===== config.mk =====
export PLATFORM = sky130hd
export DESIGN_NAME = tone_voice
export DESIGN_NICKNAME = d
export VERILOG_FILES = /design/src/rtl/tone_voice.sv
export SDC_FILE = /design/constraint.sdc
export NUM_CORES = 1
export LEC_CHECK = 0
export CORE_MARGIN = 2
export CORE_UTILIZATION = 40
export DETAILED_ROUTE_END_ITERATION = 8
export PLACE_DENSITY = 0.62
export SETUP_SLACK_MARGIN = 0.5
export SLEW_MARGIN = 30
export SYNTH_ARGS = -nofsm -noshare
export SYNTH_HDL_FRONTEND = slang
export SYNTH_SLANG_ARGS = --single-unit

===== constraint.sdc =====
create_clock -name clk -period 4.6 [get_ports clk]
set_clock_uncertainty 0.15 [all_clocks]
set_input_delay 0.92 -clock clk [delete_from_list [all_inputs] [get_ports clk]]
set_output_delay 0.92 -clock clk [all_outputs]
set_load 0.1 [all_outputs]

===== src/rtl/tone_voice.sv =====
`default_nettype none
// ============================================================================
// Module   : tone_voice
// Brief    : Single-voice tone generator with gated attack/sustain/release
//            envelope and PWM volume driving the amplifier pins.
// Revision : 1.0 - initial release
// ============================================================================
module tone_voice #(
  parameter int   OCT_MAX   = 5,
  parameter int   OCT_SHIFT = 8,
  parameter int   VOL_W     = 4,
  parameter int   ENV_STEP  = 65536,
  parameter logic LOW_GAIN  = 1'b1
) (
  input  logic             clk,
  input  logic             rst,
  input  logic             note_valid,
  output logic             note_ready,
  input  logic [6:0]       note_code,
  input  logic             key_on,
  input  logic [VOL_W-1:0] volume,
  output logic             err,
  output logic [VOL_W-1:0] env_level,
  output logic             AIN,
  output logic             GAIN,
  output logic             NC,
  output logic             ACTIVE
);

  localparam int ENV_W   = $clog2(ENV_STEP);
  localparam int N_CODES = 12 * (OCT_MAX + 1);
  localparam logic [OCT_SHIFT-1:0] C_OCT_ALL = {OCT_SHIFT{1'b1}};

  typedef enum logic [1:0] {
    S_IDLE    = 2'd0,
    S_ATTACK  = 2'd1,
    S_SUSTAIN = 2'd2,
    S_RELEASE = 2'd3
  } state_t;

  state_t               state_q, state_d;
  logic [VOL_W-1:0]     level_q, level_d;
  logic [ENV_W-1:0]     env_cnt_q, env_cnt_d;
  logic [VOL_W-1:0]     pwm_cnt_q;
  logic [6:0]           code_q;
  logic [8:0]           note_cnt_q, note_cnt_d;
  logic [OCT_SHIFT-1:0] oct_cnt_q, oct_cnt_d;
  logic                 speaker_q, speaker_d;
  logic                 ain_q, active_q, err_q;
  logic                 w_tick, w_accept, w_code_ok, w_load;

  // Half-period of the lowest-octave note, minus one.
  function automatic logic [8:0] base_of(input logic [6:0] code);
    logic [6:0] n;
    n = code % 7'd12;
    case (n)
      7'd0:    return 9'd511;
      7'd1:    return 9'd482;
      7'd2:    return 9'd455;
      7'd3:    return 9'd430;
      7'd4:    return 9'd405;
      7'd5:    return 9'd383;
      7'd6:    return 9'd361;
      7'd7:    return 9'd341;
      7'd8:    return 9'd322;
      7'd9:    return 9'd303;
      7'd10:   return 9'd286;
      default: return 9'd270;
    endcase
  endfunction

  // 2^(OCT_SHIFT-octave)-1 as a right shift of an all-ones word.
  function automatic logic [OCT_SHIFT-1:0] orel_of(input logic [6:0] code);
    return C_OCT_ALL >> (code / 7'd12);
  endfunction

  assign note_ready = !rst && (state_q != S_RELEASE);
  assign w_accept   = note_valid && note_ready;
  assign w_code_ok  = {1'b0, note_code} < 8'(N_CODES);
  assign w_load     = w_accept && w_code_ok;
  assign w_tick     = (env_cnt_q == ENV_W'(ENV_STEP - 1));
  assign env_cnt_d  = w_tick ? '0 : env_cnt_q + ENV_W'(1);

  always_comb begin
    state_d = state_q;
    level_d = level_q;
    case (state_q)
      S_IDLE: begin
        if (key_on) state_d = S_ATTACK;
      end
      S_ATTACK: begin
        if (!key_on) begin
          state_d = S_RELEASE;
        end else if (level_q >= volume) begin
          state_d = S_SUSTAIN;
        end else if (w_tick) begin
          level_d = level_q + VOL_W'(1);
          if (level_d >= volume) state_d = S_SUSTAIN;
        end
      end
      S_SUSTAIN: begin
        if (!key_on) state_d = S_RELEASE;
        else         level_d = volume;
      end
      S_RELEASE: begin
        if (key_on) begin
          state_d = S_ATTACK;
        end else if (level_q == '0) begin
          state_d = S_IDLE;
        end else if (w_tick) begin
          level_d = level_q - VOL_W'(1);
          if (level_d == '0) state_d = S_IDLE;
        end
      end
      default: state_d = S_IDLE;
    endcase
  end

  // Pitch divider: note counter feeds the octave counter; speaker flips when both wrap.
  always_comb begin
    note_cnt_d = note_cnt_q;
    oct_cnt_d  = oct_cnt_q;
    speaker_d  = speaker_q;
    if (state_q == S_IDLE) begin
      note_cnt_d = '0;
      oct_cnt_d  = '0;
      speaker_d  = 1'b0;
    end else if (w_load) begin
      note_cnt_d = base_of(note_code);
      oct_cnt_d  = orel_of(note_code);
    end else if (note_cnt_q == '0) begin
      note_cnt_d = base_of(code_q);
      if (oct_cnt_q == '0) begin
        oct_cnt_d = orel_of(code_q);
        speaker_d = ~speaker_q;
      end else begin
        oct_cnt_d = oct_cnt_q - OCT_SHIFT'(1);
      end
    end else begin
      note_cnt_d = note_cnt_q - 9'd1;
    end
  end

  always_ff @(posedge clk) begin
    if (rst) begin
      state_q    <= S_IDLE;
      level_q    <= '0;
      env_cnt_q  <= '0;
      pwm_cnt_q  <= '0;
      code_q     <= '0;
      note_cnt_q <= '0;
      oct_cnt_q  <= '0;
      speaker_q  <= 1'b0;
      ain_q      <= 1'b0;
      active_q   <= 1'b0;
      err_q      <= 1'b0;
    end else begin
      state_q    <= state_d;
      level_q    <= level_d;
      env_cnt_q  <= env_cnt_d;
      pwm_cnt_q  <= pwm_cnt_q + VOL_W'(1);
      if (w_load) code_q <= note_code;
      note_cnt_q <= note_cnt_d;
      oct_cnt_q  <= oct_cnt_d;
      speaker_q  <= speaker_d;
      ain_q      <= speaker_q && (pwm_cnt_q < level_q);
      active_q   <= (state_q != S_IDLE);
      err_q      <= w_accept && !w_code_ok;
    end
  end

  assign env_level = level_q;
  assign err       = err_q;
  assign AIN       = ain_q;
  assign ACTIVE    = active_q;
  assign GAIN      = LOW_GAIN;
  assign NC        = 1'b0;

endmodule
`default_nettype wire


==> flow_summary_export.csv <==
group,metric,value,unit
route,vias,3972,
placed_design,dp_cells,707,
yosys,avgSynthCellArea,7.57,sq um
route,drt_iter0_markers,233,
route,drtPass1Iterations,4,
setup_path,crit_path_start,"note_code[4]",
setup_path,r2r-end,"state_q[0]",
global_routing,grt_remaining_overflow,0,
clocking,clock_sinks,54,
floorplan,std_cell_rows,38,
timing,max_freq,293,MHz
pwr,p_per_area,517,nW/um^2
finish,area_delta_synth_final,7.95,%
setup_path,slowest_stage,"clkdlybuf4s50_1",
clocking,cts-resized-gates,0,
clocking,clk_path_buf_depth,2,
yosys,yosysWarnings,0,
placed_design,port_buffers,22,
yosys,ys_seq_area_share,24.7,%
finish,layout.nets,624,
yosys,postSynthCellCount,578,
global_routing,grt_pass1_wl,17.7,mm
setup_path,critPathLaunchType,"input pin",
clocking,cts_root_buffer,"clkbuf_8",
floorplan,die_h,109,um
setup_path,cp.arrival,3460,ps
finish,nFillCells,1118,
floorplan,io-pin-count,25,
yosys,async_flop_share,0,%
pwr,power_leakage,1.79,nW
route,routed_wirelength,10.4,mm
clocking,post_cts_buffers,0,
yosys,synth-edff-count,0,
global_routing,grtUsageTotal,18.4,%
setup_path,max_stage_delay,860,ps
finish,layout-drive-gt1-share,5.74,%
route,drc,0,
clocking,numCtsBuffers,5,
timing,worst_slew_pin_slew,980,ps
floorplan,coreArea,10700,sq um
finish,final_cells,715,
setup_path,path_class,"input pin to register",
timing,timing.final.crit_share,74.3,%
yosys,synth_nets,628,
finish,seq_area,1080,sq um
timing,relSlewSlack,34.4,%
setup_path,path_buf_inv,1,
placed_design,gp_congestion,0.895,
timing,finalHoldViolCount,0,
setup_path,ff2ff_setup_slack,1630,ps
floorplan,die-width,109,um
global_routing,grt_pass1_vias,3729,
setup_path,rr_worst_depth,8,
finish,most-common-layout-cells,"nor2_1, dfxtp_1, nand2_1",
yosys,syn_area,4370,sq um
global_routing,antenna_found_initial,0,
pwr,ir_drop,0.464,mV
finish,layout_commonest_cell,"nor2_1",
timing,rsz0062_at_grt,"no",
setup_path,path_cells,"clkdlybuf4s50_1, and3b_1, or3_1, a21oi_1, o21ai_0, a221oi_1, o32ai_1",
timing,fin_crit,3420,ps
yosys,ys.flop_type,"dfxtp_1",
clocking,h-tree-depth,2,
global_routing,grt_max_degree,22,
clocking,clk_latency,310,ps
run_status,outcome,"finished clean",
setup_path,required,4650,ps
clocking,cts_tree,"done",
setup_path,rr_startpoint,"env_level[0]",
floorplan,dieArea,11800,sq um
timing,finalSetupViolations,0,
min_path,whs_path_depth,1,
run,maxCapViolations,0,
finish,diodes,0,
min_path,min_path_type,"register to register",
clocking,clk_transition_reported_paths,110,ps
route,ant_nets,0,
min_path,min_to,"pwm_cnt_q[0]",
timing,fin_tns_setup,0,ps
route,wl_per_cell,14.5,um
setup_path,end_kind,"register",
setup_path,critical_path.max_fanout,18,
setup_path,cpLargestDelayFamily,"compound AO/OA/AOI/OAI gates",
yosys,ys_ff_latch,54,
min_path,min-delay-start,"pwm_cnt_q[0]",
placed_design,hpwl,7.64,mm
route,viasPerCell,5.56,
floorplan,initial_core_util,40.7,%
finish,multi_input_area,3030,sq um
clocking,hold_buffers,0,
timing,slew_viol_final,0,
yosys,synth_cell_types,71,
-- synth_stat cells, drive strengths merged, types with 3 or more instances --
| cell type | instances | share of area [%] |
|---|---|---|
| inv | 28 | 2.4 |
| nor3 | 15 | 1.8 |
| or3 | 10 | 1.4 |
| o31ai | 8 | 1.4 |
| o211ai | 4 | 0.69 |
| or4 | 3 | 0.72 |
| a21boi | 3 | 0.51 |
| nand3 | 21 | 2.4 |
| xor2 | 17 | 3.4 |
| nor3b | 4 | 0.69 |
| o31a | 3 | 0.60 |
| a211oi | 9 | 1.8 |
| nor2 | 55 | 4.7 |
| nand2b | 18 | 2.6 |
| clkbuf | 22 | 1.9 |
| ha | 35 | 10 |
| o21ai | 36 | 4.1 |
| mux2i | 11 | 2.5 |
| buf | 14 | 1.7 |
| xnor2 | 14 | 2.8 |
| a311oi | 5 | 1.0 |
| nor2b | 9 | 1.3 |
| or2 | 7 | 1.0 |
| nor4 | 3 | 0.57 |
| nand4 | 8 | 1.1 |
| and3b | 5 | 1.0 |
| a31oi | 4 | 0.57 |
| and3 | 7 | 1.0 |
| nand3b | 3 | 0.51 |
| o2111ai | 3 | 1.0 |
| nand2 | 52 | 4.5 |
| dfxtp | 54 | 25 |
| a21oi | 47 | 5.5 |
| a22oi | 4 | 0.80 |
-- cell families after synthesis --
kind of cell,synth area share [%]
simple gates,26.6
compound gates,23.1
mux,3.03
fa+ha+maj,10.0
other cells,0.172
buf+inv,6.12
flops,24.7
xor+xnor,6.21
-- layer usage --
metal	vias to the layer above	routed length, um	global-route usage [%]
li1	2046	-	-
met1	1853	4790	23.8
met2	64	5180	32.2
met3	9	287	2.59
met4	0	124	4.40
met5	-	0	0
-- worst max path at each step --
stage	end	slack, ps	cells after the start
CTS	state_q[0]	1170	8
global placement	state_q[0]	900	8
global route	state_q[0]	1040	8
detailed placement	state_q[0]	850	8
floorplan	note_cnt_q[5]	850	6
finish	note_cnt_q[6]	1180	7
-- power breakdown --
| group | switching (W) | internal, W | total, W |
|---|---|---|---|
| combinational | 0.000907 | 0.000570 | 0.00148 |
| clock | 0.000171 | 0.000111 | 0.000282 |
| sequential | 0.000126 | 0.000558 | 0.000684 |
| total | 0.00120 | 0.00124 | 0.00244 |
-- metrics by stage --
step                setup slack, ps  hold slack (ps)  total power, W  util, %  instance area (sq um)
floorplan                       853              261         0.00186        -                   4370
global placement                896              284         0.00214     43.1                   4630
detailed placement              846              291         0.00216     43.1                   4630
CTS                            1170              318         0.00245     43.9                   4720
global route                   1040              330         0.00265     43.9                   4720
finish                         1180              311         0.00244     43.9                   4720
-- state kept, by name (all words and copies together) (netlist names) --
signal	flops
oct_cnt_q	8
code_q	7
AIN	1
ACTIVE	1
env_level	4
env_cnt_q	16
note_cnt_q	9
state_q	2
pwm_cnt_q	4
speaker_q	1
err	1
-- final cells by class --
| class | instances | area share [%] |
|---|---|---|
| Clock buffer | 5 | 1.46 |
| Tap cell | 140 | 3.71 |
| Timing Repair Buffer | 25 | 5.09 |
| Clock inverter | 3 | 0.477 |
| Sequential cell | 54 | 22.9 |
| Inverter | 29 | 2.31 |
| Multi-Input combinational cell | 459 | 64.1 |
Note: power is estimated with default switching activity, not from simulation.
